--- src/rtl/bcd_updown_counter.sv ---
// Multi-digit up/down modulo counter with clear, validated parallel load,
// a combinational terminal count and a registered wrap pulse for cascading.
module bcd_updown_counter #(
   parameter int DIGITS = 4,
   parameter int RADIX  = 10
) (
   input  logic                clk,
   input  logic                reset,
   input  logic                en,
   input  logic                up,
   input  logic                clr,
   input  logic                load,
   input  logic [4*DIGITS-1:0] din,
   output logic [4*DIGITS-1:0] q,
   output logic                tc,
   output logic                carry,
   output logic                err
);

   localparam int         W         = 4 * DIGITS;
   localparam logic [3:0] MAX_DIGIT = 4'(RADIX - 1);
   localparam logic [4:0] RADIX_W   = 5'(RADIX);

   logic [W-1:0] q_q, q_d;
   logic         carry_q, carry_d;
   logic         err_q, err_d;
   logic         all_max, all_zero;

   always_comb begin
      all_max  = 1'b1;
      all_zero = 1'b1;
      for (int k = 0; k < DIGITS; k++) begin
         if (q_q[4*k +: 4] != MAX_DIGIT) all_max  = 1'b0;
         if (q_q[4*k +: 4] != 4'd0)      all_zero = 1'b0;
      end
   end

   // Deliberately not gated by clr or load so a downstream stage sees the
   // same enable the cascade rule expects.
   assign tc = en & (up ? all_max : all_zero);

   always_comb begin
      logic       ripple;
      logic [3:0] digit;
      q_d     = q_q;
      carry_d = 1'b0;
      err_d   = err_q;
      ripple  = 1'b1;
      digit   = 4'd0;
      if (clr) begin
         q_d   = '0;
         err_d = 1'b0;
      end else if (load) begin
         for (int k = 0; k < DIGITS; k++) begin
            digit = din[4*k +: 4];
            if ({1'b0, digit} >= RADIX_W) begin
               q_d[4*k +: 4] = 4'd0;
               err_d         = 1'b1;
            end else begin
               q_d[4*k +: 4] = digit;
            end
         end
      end else if (en) begin
         // ripple stays high while every lower digit sits at its wrap value
         for (int k = 0; k < DIGITS; k++) begin
            digit = q_q[4*k +: 4];
            if (ripple) begin
               if (up) q_d[4*k +: 4] = (digit == MAX_DIGIT) ? 4'd0 : digit + 4'd1;
               else    q_d[4*k +: 4] = (digit == 4'd0) ? MAX_DIGIT : digit - 4'd1;
            end
            ripple = ripple & (digit == (up ? MAX_DIGIT : 4'd0));
         end
         carry_d = up ? all_max : all_zero;
      end
   end

   always_ff @(posedge clk or negedge reset) begin
      if (!reset) begin
         q_q     <= '0;
         carry_q <= 1'b0;
         err_q   <= 1'b0;
      end else begin
         q_q     <= q_d;
         carry_q <= carry_d;
         err_q   <= err_d;
      end
   end

   assign q     = q_q;
   assign carry = carry_q;
   assign err   = err_q;

endmodule
--- config.mk ---
export PLATFORM = sky130hd
export DESIGN_NAME = bcd_updown_counter
export DESIGN_NICKNAME = d
export VERILOG_FILES = /design/src/rtl/bcd_updown_counter.sv
export SDC_FILE = /design/constraint.sdc
export NUM_CORES = 1
export LEC_CHECK = 0
export ABC_AREA = 0
export BUFFER_PORTS_ARGS = -buffer_cell sky130_fd_sc_hd__buf_2
export CORE_MARGIN = 8
export CORE_UTILIZATION = 35
export CTS_CLUSTER_DIAMETER = 60
export DETAILED_ROUTE_END_ITERATION = 8
export HOLD_SLACK_MARGIN = 0.03
export PLACE_DENSITY_LB_ADDON = 0.15
export SYNTH_ARGS = -nofsm -noshare
export SYNTH_HDL_FRONTEND = slang
export SYNTH_SLANG_ARGS = --single-unit
--- constraint.sdc ---
create_clock -name clk -period 2.9 [get_ports clk]
set_input_delay 0.145 -clock clk [delete_from_list [all_inputs] [get_ports clk]]
set_output_delay 0.145 -clock clk [all_outputs]
set_load 0.05 [all_outputs]
==> impl_metrics.yaml, run 1 <==
grt:
  use_met2_pct: 24.4
  grtUsageTotal_pct: 14.3
  grt_overflow: 0
  grt_pass1_vias: 1842
  grt_pass1_wl_um: 9030
  grtUsageMet3_pct: 2.04
  grt_max_degree: 34
  antenna_found_initial: 0
  globalRoute.busiestLayer: "met2"
  met1_usage_pct: 17.8
yosys:
  synth_area_leader_cell: "dfrtp_1"
  synth_edf_count: 0
  ys.flop_type: "dfrtp_1"
  ys_seq_area_share_pct: 24.3
  syn-cell-area_mm2: 0.00185
  yosysTopAreaCellShare_pct: 24.3
  yosysWarningCount: 0
  syn_avg_cell_area_um2: 7.58
  synth-async-reset-ratio_pct: 100
  ys_top_cells_by_area: "dfrtp_1 (24%), ha_1 (8.1%), o21ai_0 (5.7%)"
  synth.distinct_cells: 54
  syn_nets: 278
  ys_seq_elements: 18
  syn_inst: 244
layout:
  drive_above_1_share_pct: 20.9
  layout.nets: 313
  final_common_cell: "buf_2"
  n_antenna_cell: 0
  utilization_pct: 42.7
  final_cell_mix: "buf_2 (40), nor2_1 (22), o21ai_0 (21)"
  area_delta_synth_final_pct: 18.0
  multi_input_area_mm2: 0.00130
  final_area_mm2: 0.00218
  fillCellCount: 539
  regArea_um2: 450
  final_cell_count_no_fill: 347
route:
  drcViolationCount: 0
  dr.pass1.iters: 4
  initialDrtViolationCount: 85
  postRouteAntennaNets: 0
  routed_wl_um: 5460
  wl_per_cell_um: 15.7
  vias: 1907
  avgViaCountPerCell: 5.50
floorplan:
  die_area_mm2: 0.00787
  core_area_mm2: 0.00511
  io_pins: 41
  rows: 26
  dieHeight_um: 88.7
  die_w_um: 88.7
  start_util_pct: 36.2
worst_setup_path:
  worst_r2r_endpoint: "q[13]"
  r2r_cells: 4
  r2r_slack_ps: 530
  crit_fanout: 10
  critPathKind: "flop to output pin"
  end_kind: "output pin"
  cp.arrival_ps: 2410
  r2r_start: "q[2]"
  crit_path_start_kind: "flop"
  cp.required_ps: 2760
  critPathLaunch: "q[8]"
  critPathCapture: "tc"
clock_tree:
  cts_buffer_depth: 2
  cts_made_buffers: 3
  tritoncts: "done"
  htreeDepth: 1
  clkTransAtPathRegs_ps: 70
  clock-root-buffer: "clkbuf_8"
  clk_latency_ps: 250
  cts_sinks: 18
  ctsResizeCount: 0
  cts_setup_buffers: 0
sta:
  max-slew-margin-rel_pct: 61.8
  worst_slew_pin_slew_ps: 573
  totalNegativeSetupSlack_ps: 0
  fmax_ghz: 0.391
  clock_skew_ps: 1.09
  setup_viol: 0
  rsz0062_at_grt: "no"
  post-route-period-util_pct: 88.1
  hold_viol: 0
  final-max-slew-violation-count: 0
  period_minus_slack_ps: 2560
place:
  numPortBuffers: 40
  place.gp.congestion: 0.815
  place_area_mm2: 0.00213
  place_inst: 343
  dp_hpwl_um: 4180
status:
  status: "finished clean"
pwr:
  p_leak_nw: 0.964
  power_density_mw_per_mm2: 352
  power_mw: 0.769
  vdd_ir_drop_max_v: 0.000182
run:
  drv_cap: 0
worst_hold_path:
  hold_path_class: "input pin to flop"
worst min-delay path by stage:
stage,endpoint,slack (ps),from,cells after the start
floorplan,carry,-150,reset,0
global placement,carry,130,reset,1
detailed placement,carry,120,reset,1
CTS,q[4],130,din[4],3
global route,q[4],160,din[4],3
finish,q[4],140,din[4],3
metal layers:
metal	share of wire [%]	up-vias	routed length, um
met5	0	-	0
met4	1.3	0	73
met3	3.7	8	201
met2	49	43	2660
met1	46	880	2530
li1	-	976	-
area by class of cell:
type,count,share of cell area (%)
multi-input cells,196,59.7
flip-flops and latches,18,20.6
repair buffers,46,11.3
well taps,70,4.01
inverters,14,2.41
clock buffers,3,1.89
sequential cells by signal, indices dropped and copies added, names as in the netlist:
register	count
q	16
err	1
carry	1
cells by family after synthesis:
| family | synth area share (%) |
|---|---|
| AND/OR/NAND/NOR | 30.4 |
| AO/OA/AOI/OAI | 29.8 |
| buffers and inverters | 6.22 |
| flip-flops | 24.3 |
| adder cells (fa/ha/maj) | 8.11 |
| multiplexers | 1.15 |
where the power goes:
group	switching, mW	total (mW)	internal, mW
Combinational	0.194	0.296	0.102
Clock	0.0855	0.178	0.0924
Sequential	0.0283	0.294	0.266
Total	0.308	0.769	0.461
critical path, cell delays in order, from the launching register on:
cell      delay, ps
dfrtp_1         490
inv_1           130
ha_1            210
or3b_2          480
nand2b_1        200
o41ai_4         330
buf_2           320
synthesized netlist by cell type, types with 2 or more instances:
library cell  number
nor2_1            22
o21ai_0           21
dfrtp_1           18
nand3_1           16
a21oi_1           14
inv_1             14
nand2_1           14
clkbuf_1          13
ha_1              12
nand2b_1          10
nor2b_1            8
a31oi_1            6
nand3b_1           6
a221oi_1           4
nand4_1            4
nor3_1             4
nor4_1             4
a2111oi_0          3
a211oi_1           3
and3_1             3
o21bai_1           3
o31ai_1            3
a32oi_1            2
and2_1             2
nor3b_1            2
o21a_1             2
o311a_1            2
o41ai_1            2
or2_2              2
metrics by stage:
step	worst slack [ps]	hold WS, ps
finish	344	136
global route	218	159
CTS	320	135
detailed placement	570	125
global placement	577	127
floorplan	290	-151
timing repair:
action,4_1_cts,5_1_grt
hold buffers,1,0
endpoints found under the hold margin,18,0
setup endpoints to repair,0,0
No activity file was read; power rests on OpenSTA's default activity.
==> inputs of run 2 (changes only) <==
- PLACE_DENSITY_LB_ADDON: 0.15 -> unset
- SETUP_SLACK_MARGIN: unset -> 0.4
==> impl_metrics.yaml, run 2 (same netlist as run 1, synthesis figures left out) <==
layout:
  final_area_mm2: 0.00220
  layout.nets: 312
  drive_above_1_share_pct: 21.7
  final_cell_mix: "buf_2 (39), nor2_1 (22), o21ai_0 (21)"
  fillCellCount: 537
  final_common_cell: "buf_2"
  n_antenna_cell: 0
  area_delta_synth_final_pct: 18.8
  largest_register_ffs: 16
floorplan:
  die_area_mm2: 0.00787
  core_area_mm2: 0.00511
  rows: 26
  die_w_um: 88.7
  io_pins: 41
  dieHeight_um: 88.7
  start_util_pct: 36.2
worst_setup_path:
  cp.arrival_ps: 2240
  critPathCapture: "tc"
  cp_slowest_stage_delay_ps: 490
  critPathKind: "flop to output pin"
  cp_cell_sequence: "inv_1, ha_1, or3b_2, nand2b_1, o41ai_4, buf_6"
  cp_slowest_cell: "or3b_2"
  worst_r2r_endpoint: "q[15]"
  crit_fanout: 10
  r2r_cells: 5
  end_kind: "output pin"
  critPathLaunch: "q[8]"
  r2r_start: "q[2]"
  cp.required_ps: 2760
  r2r_slack_ps: 690
  crit_path_start_kind: "flop"
place:
  place.gp.congestion: 0.815
  dp_hpwl_um: 4070
  numPortBuffers: 40
  place_area_mm2: 0.00213
sta:
  post-route-period-util_pct: 82.2
  period_minus_slack_ps: 2390
  totalNegativeSetupSlack_ps: 0
  fmax_ghz: 0.419
  setup_viol: 0
  clock_skew_ps: 6.40
  rsz0062_at_grt: "no"
  hold_viol: 0
  max-slew-margin-rel_pct: 61.1
  final-max-slew-violation-count: 0
  worst_slew_pin_slew_ps: 584
clock_tree:
  clock-root-buffer: "clkbuf_8"
  htreeDepth: 1
  cts_made_buffers: 3
  clk_latency_ps: 260
  tritoncts: "done"
  cts_sinks: 18
  clkTransAtPathRegs_ps: 70
  cts_buffer_depth: 2
grt:
  grt_pass1_wl_um: 9140
  grt_overflow: 0
  grt_max_degree: 34
  antenna_found_initial: 0
  grt_pass1_vias: 1917
  grtUsageTotal_pct: 14.6
route:
  initialDrtViolationCount: 95
  postRouteAntennaNets: 0
  dr.pass1.iters: 4
  drcViolationCount: 0
  avgViaCountPerCell: 5.57
  routed_wl_um: 5440
  wl_per_cell_um: 15.7
  vias: 1932
pwr:
  power_mw: 0.809
  p_leak_nw: 0.963
  power_density_mw_per_mm2: 368
  vdd_ir_drop_max_v: 0.000164
status:
  status: "finished clean"
run:
  drv_cap: 0
worst_hold_path:
  hold_path_class: "input pin to flop"
==> run 2: power breakdown <==
group / switching, mW / internal [mW] / leakage (nW)
Combinational: 0.191 / 0.101 / 0.698
Clock: 0.0989 / 0.121 / 0.0288
Sequential: 0.0304 / 0.266 / 0.236
Total: 0.321 / 0.488 / 0.963
==> run 2: layer usage <==
layer  vias up  wire length (um)  GRT usage (%)
li1        975                 -              -
met1       925              2620           19.2
met2        28              2620           24.1
met3         4               129           1.30
met4         0                63           5.07
met5         -                 0              0
==> run 2: metrics by stage <==
| stage | util (%) | hold slack, ps | instances | worst slack [ps] |
|---|---|---|---|---|
| after floorplan | - | -151 | 244 | 449 |
| after global placement | 41.6 | 120 | 342 | 734 |
| after detailed placement | 41.6 | 123 | 342 | 710 |
| after CTS | 42.9 | 135 | 347 | 440 |
| after global routing | 43.0 | 140 | 347 | 425 |
| final | 43.0 | 138 | 347 | 515 |
==> run 2: worst min-delay path by stage <==
stage	start	endpoint	slack, ps	cells after the start
global route	din[0]	q[0]	140	3
detailed placement	reset	q[14]	120	1
floorplan	reset	carry	-150	0
finish	din[8]	q[8]	140	3
CTS	din[8]	q[8]	140	3
global placement	reset	q[14]	120	1
==> run 2: final cells by class <==
| cell class | instances | area (um^2) | area share [%] |
|---|---|---|---|
| clock buffer | 4 | 55.1 | 2.50 |
| multi-input combinational | 196 | 1300 | 59.3 |
| tap | 70 | 87.6 | 3.98 |
| inverter | 14 | 52.6 | 2.39 |
| timing repair buffer | 45 | 246 | 11.2 |
| sequential | 18 | 453 | 20.6 |
==> run 2: worst max-delay path, delay by kind of cell (launching register included) <==
kind | cells | cell delay [ps]
flops | 1 | 480
fa+ha+maj | 1 | 210
buf+inv | 2 | 310
simple gates | 2 | 690
compound gates | 1 | 290
==> run 2: timing repair <==
item	4_1_cts	5_1_grt
setup buffers	0	0
hold buffers	1	0
resized for setup	0	3
endpoints found under the hold margin	18	0
endpoints found under the setup margin	0	1
==> inputs of run 3 (changes only) <==
- ABC_AREA: 0 -> 1
- clock period: 2.9 -> 2.05 ns (I/O delays scaled with it)
==> impl_metrics.yaml, run 3 <==
worst_setup_path:
  r2r_cells: 8
  cp_top_family: "flip-flops"
  crit_path_start_kind: "flop"
  cp_slowest_stage_delay_ps: 430
  cp_slowest_cell: "dfrtp_2"
  worst_r2r_endpoint: "q[14]"
  cp_cell_sequence: "buf_12, ha_4, nand3_4, nor2_1, nand2_1, o21ai_1, nand3_2, clkinvlp_4, buf_8"
  critical_path_depth: 9
  r2r_start: "q[0]"
  cp.required_ps: 1950
  critPathLaunch: "q[8]"
  crit_fanout: 4
  critPathKind: "flop to output pin"
  r2r_slack_ps: 450
  critPathCapture: "tc"
  cp.arrival_ps: 1750
  end_kind: "output pin"
  cp_num_buf_inv: 3
yosys:
  ys_top_cells_by_area: "dfrtp_1 (24%), nand2_1 (16%), nand3_1 (12%)"
  syn_inst: 287
  synth_top_family_by_area: "simple AND/OR/NAND/NOR gates"
  syn_avg_cell_area_um2: 6.47
  yosysWarningCount: 0
  synth.area.mux_share_pct: 0
  synth_xor_area_share_pct: 0.943
  synth_area_leader_cell: "dfrtp_1"
  ys_seq_elements: 18
  synth_edf_count: 0
  yosysTopAreaCellShare_pct: 24.3
  ys.flop_type: "dfrtp_1"
  yosysMostFrequentCell: "nand2_1"
  synth.distinct_cells: 28
  syn_nets: 321
  synth-async-reset-ratio_pct: 100
  syn-cell-area_mm2: 0.00186
  yosys.area_share.simple_pct: 40.3
  ys_seq_area_share_pct: 24.3
  yosys-top-cells-count: "nand2_1 (79), nand3_1 (43), inv_1 (23)"
  synth_compound_area_share_pct: 17.1
  synthAdderAreaFrac_pct: 8.09
clock_tree:
  clk_latency_ps: 270
  clkTransAtPathRegs_ps: 90
  cts_made_buffers: 3
  cts_sinks: 18
  htreeDepth: 1
  cts_buffer_depth: 2
  tritoncts: "done"
  clock-root-buffer: "clkbuf_8"
route:
  avgViaCountPerCell: 5.02
  drcViolationCount: 0
  vias: 2062
  routed_wl_um: 5780
  wl_per_cell_um: 14.1
  postRouteAntennaNets: 0
  dr.pass1.iters: 4
  initialDrtViolationCount: 124
sta:
  totalNegativeSetupSlack_ps: 0
  worst_slew_pin_slew_ps: 672
  hold_viol: 0
  max-slew-margin-rel_pct: 54.8
  fmax_ghz: 0.539
  clock_skew_ps: 14.3
  period_minus_slack_ps: 1850
  final-max-slew-violation-count: 0
  setup_viol: 0
  post-route-period-util_pct: 90.4
  rsz0062_at_grt: "yes"
floorplan:
  dieHeight_um: 88.8
  die_area_mm2: 0.00789
  core_area_mm2: 0.00511
  die_w_um: 88.8
  io_pins: 41
  start_util_pct: 36.4
  rows: 26
worst_hold_path:
  hold_path_class: "input pin to flop"
status:
  status: "finished clean"
layout:
  final_cell_count_no_fill: 411
  layout.nets: 376
  n_antenna_cell: 0
  area_delta_synth_final_pct: 31.1
  final_cell_mix: "nand2_1 (78), nand3_1 (39), buf_2 (39)"
  drive_above_1_share_pct: 34.9
  final_common_cell: "nand2_1"
  largest_register_ffs: 16
pwr:
  power_density_mw_per_mm2: 621
  vdd_ir_drop_max_v: 0.000246
  p_leak_nw: 1.18
grt:
  grt_pass1_vias: 1995
  grtUsageTotal_pct: 15.1
  grt_pass1_wl_um: 9410
  antenna_found_initial: 0
  grt_overflow: 0
  grt_max_degree: 23
place:
  numPortBuffers: 40
  dp_hpwl_um: 4110
  place.gp.congestion: 0.870
  place_inst: 391
run:
  drv_cap: 0
==> run 3: worst reg2reg max path, stage by stage, from the launching register on <==
cell	delay [ps]
dfrtp_2	420
buf_4	150
buf_4	130
buf_4	140
o21ai_2	170
nand3_4	150
o21bai_4	210
nand2_1	70
o21ai_1	90
==> run 3: power by group <==
part	internal, mW	total [mW]	switching (mW)
logic	0.260	0.743	0.483
clock network	0.171	0.315	0.144
registers	0.394	0.453	0.0589
total	0.826	1.51	0.686
==> run 3: how the worst min path moves through the flow <==
| stage | endpoint | depth (start not counted) | slack (ps) | from |
|---|---|---|---|---|
| floorplan | carry | 0 | -190 | reset |
| global placement | q[10] | 1 | 80 | reset |
| detailed placement | q[10] | 1 | 90 | reset |
| CTS | q[4] | 3 | 140 | din[4] |
| global route | q[4] | 3 | 160 | din[4] |
| finish | q[4] | 3 | 150 | din[4] |
==> run 3: final cells by class <==
| type | count | area (um^2) |
|---|---|---|
| Fill cell | 548 | 2670 |
| Multi-Input combinational cell | 230 | 1340 |
| Sequential cell | 18 | 462 |
| Timing Repair Buffer | 58 | 360 |
| Inverter | 31 | 125 |
| Tap cell | 70 | 87.6 |
| Clock buffer | 4 | 55.1 |
==> run 3: what timing repair did <==
action,CTS,global route
hold buffers,1,0
pin swaps,6,3
gates cloned,0,0
hold endpoints to repair,18,0
endpoints found under the setup margin,1,7
gates resized for setup,25,4
setup buffers,13,2
==> run 3: cells by family (layout without fill, tap and decap cells) <==
group,Yosys count,count (layout)
buffers and inverters,39,93
AOI/OAI and AO/OA,53,53
and+or+nand+nor,163,163
adders and majority gates,12,12
DFF,18,18
xor gates and xnor gates,2,2
==> run 3: metrics by stage <==
stage          setup WS [ps]  total power [mW]  hold WS, ps  util (%)  cell area, um^2
2_1_floorplan            372             0.930         -193         -             1870
3_3_place_gp             289              1.08         78.6      41.5             2120
3_5_place_dp             248              1.08         88.9      41.5             2120
4_1_cts                  254              1.49          140      46.7             2390
5_1_grt                  141              1.62          161      47.6             2430
6_report                 196              1.51          146      47.6             2430
==> run 3: metal layers <==
layer,GRT usage [%],up-vias,share of wire (%)
met5,0,-,0
met4,4.92,0,0.83
met3,2.14,6,3.4
met2,24.7,38,49
met1,19.7,963,47
li1,-,1055,-
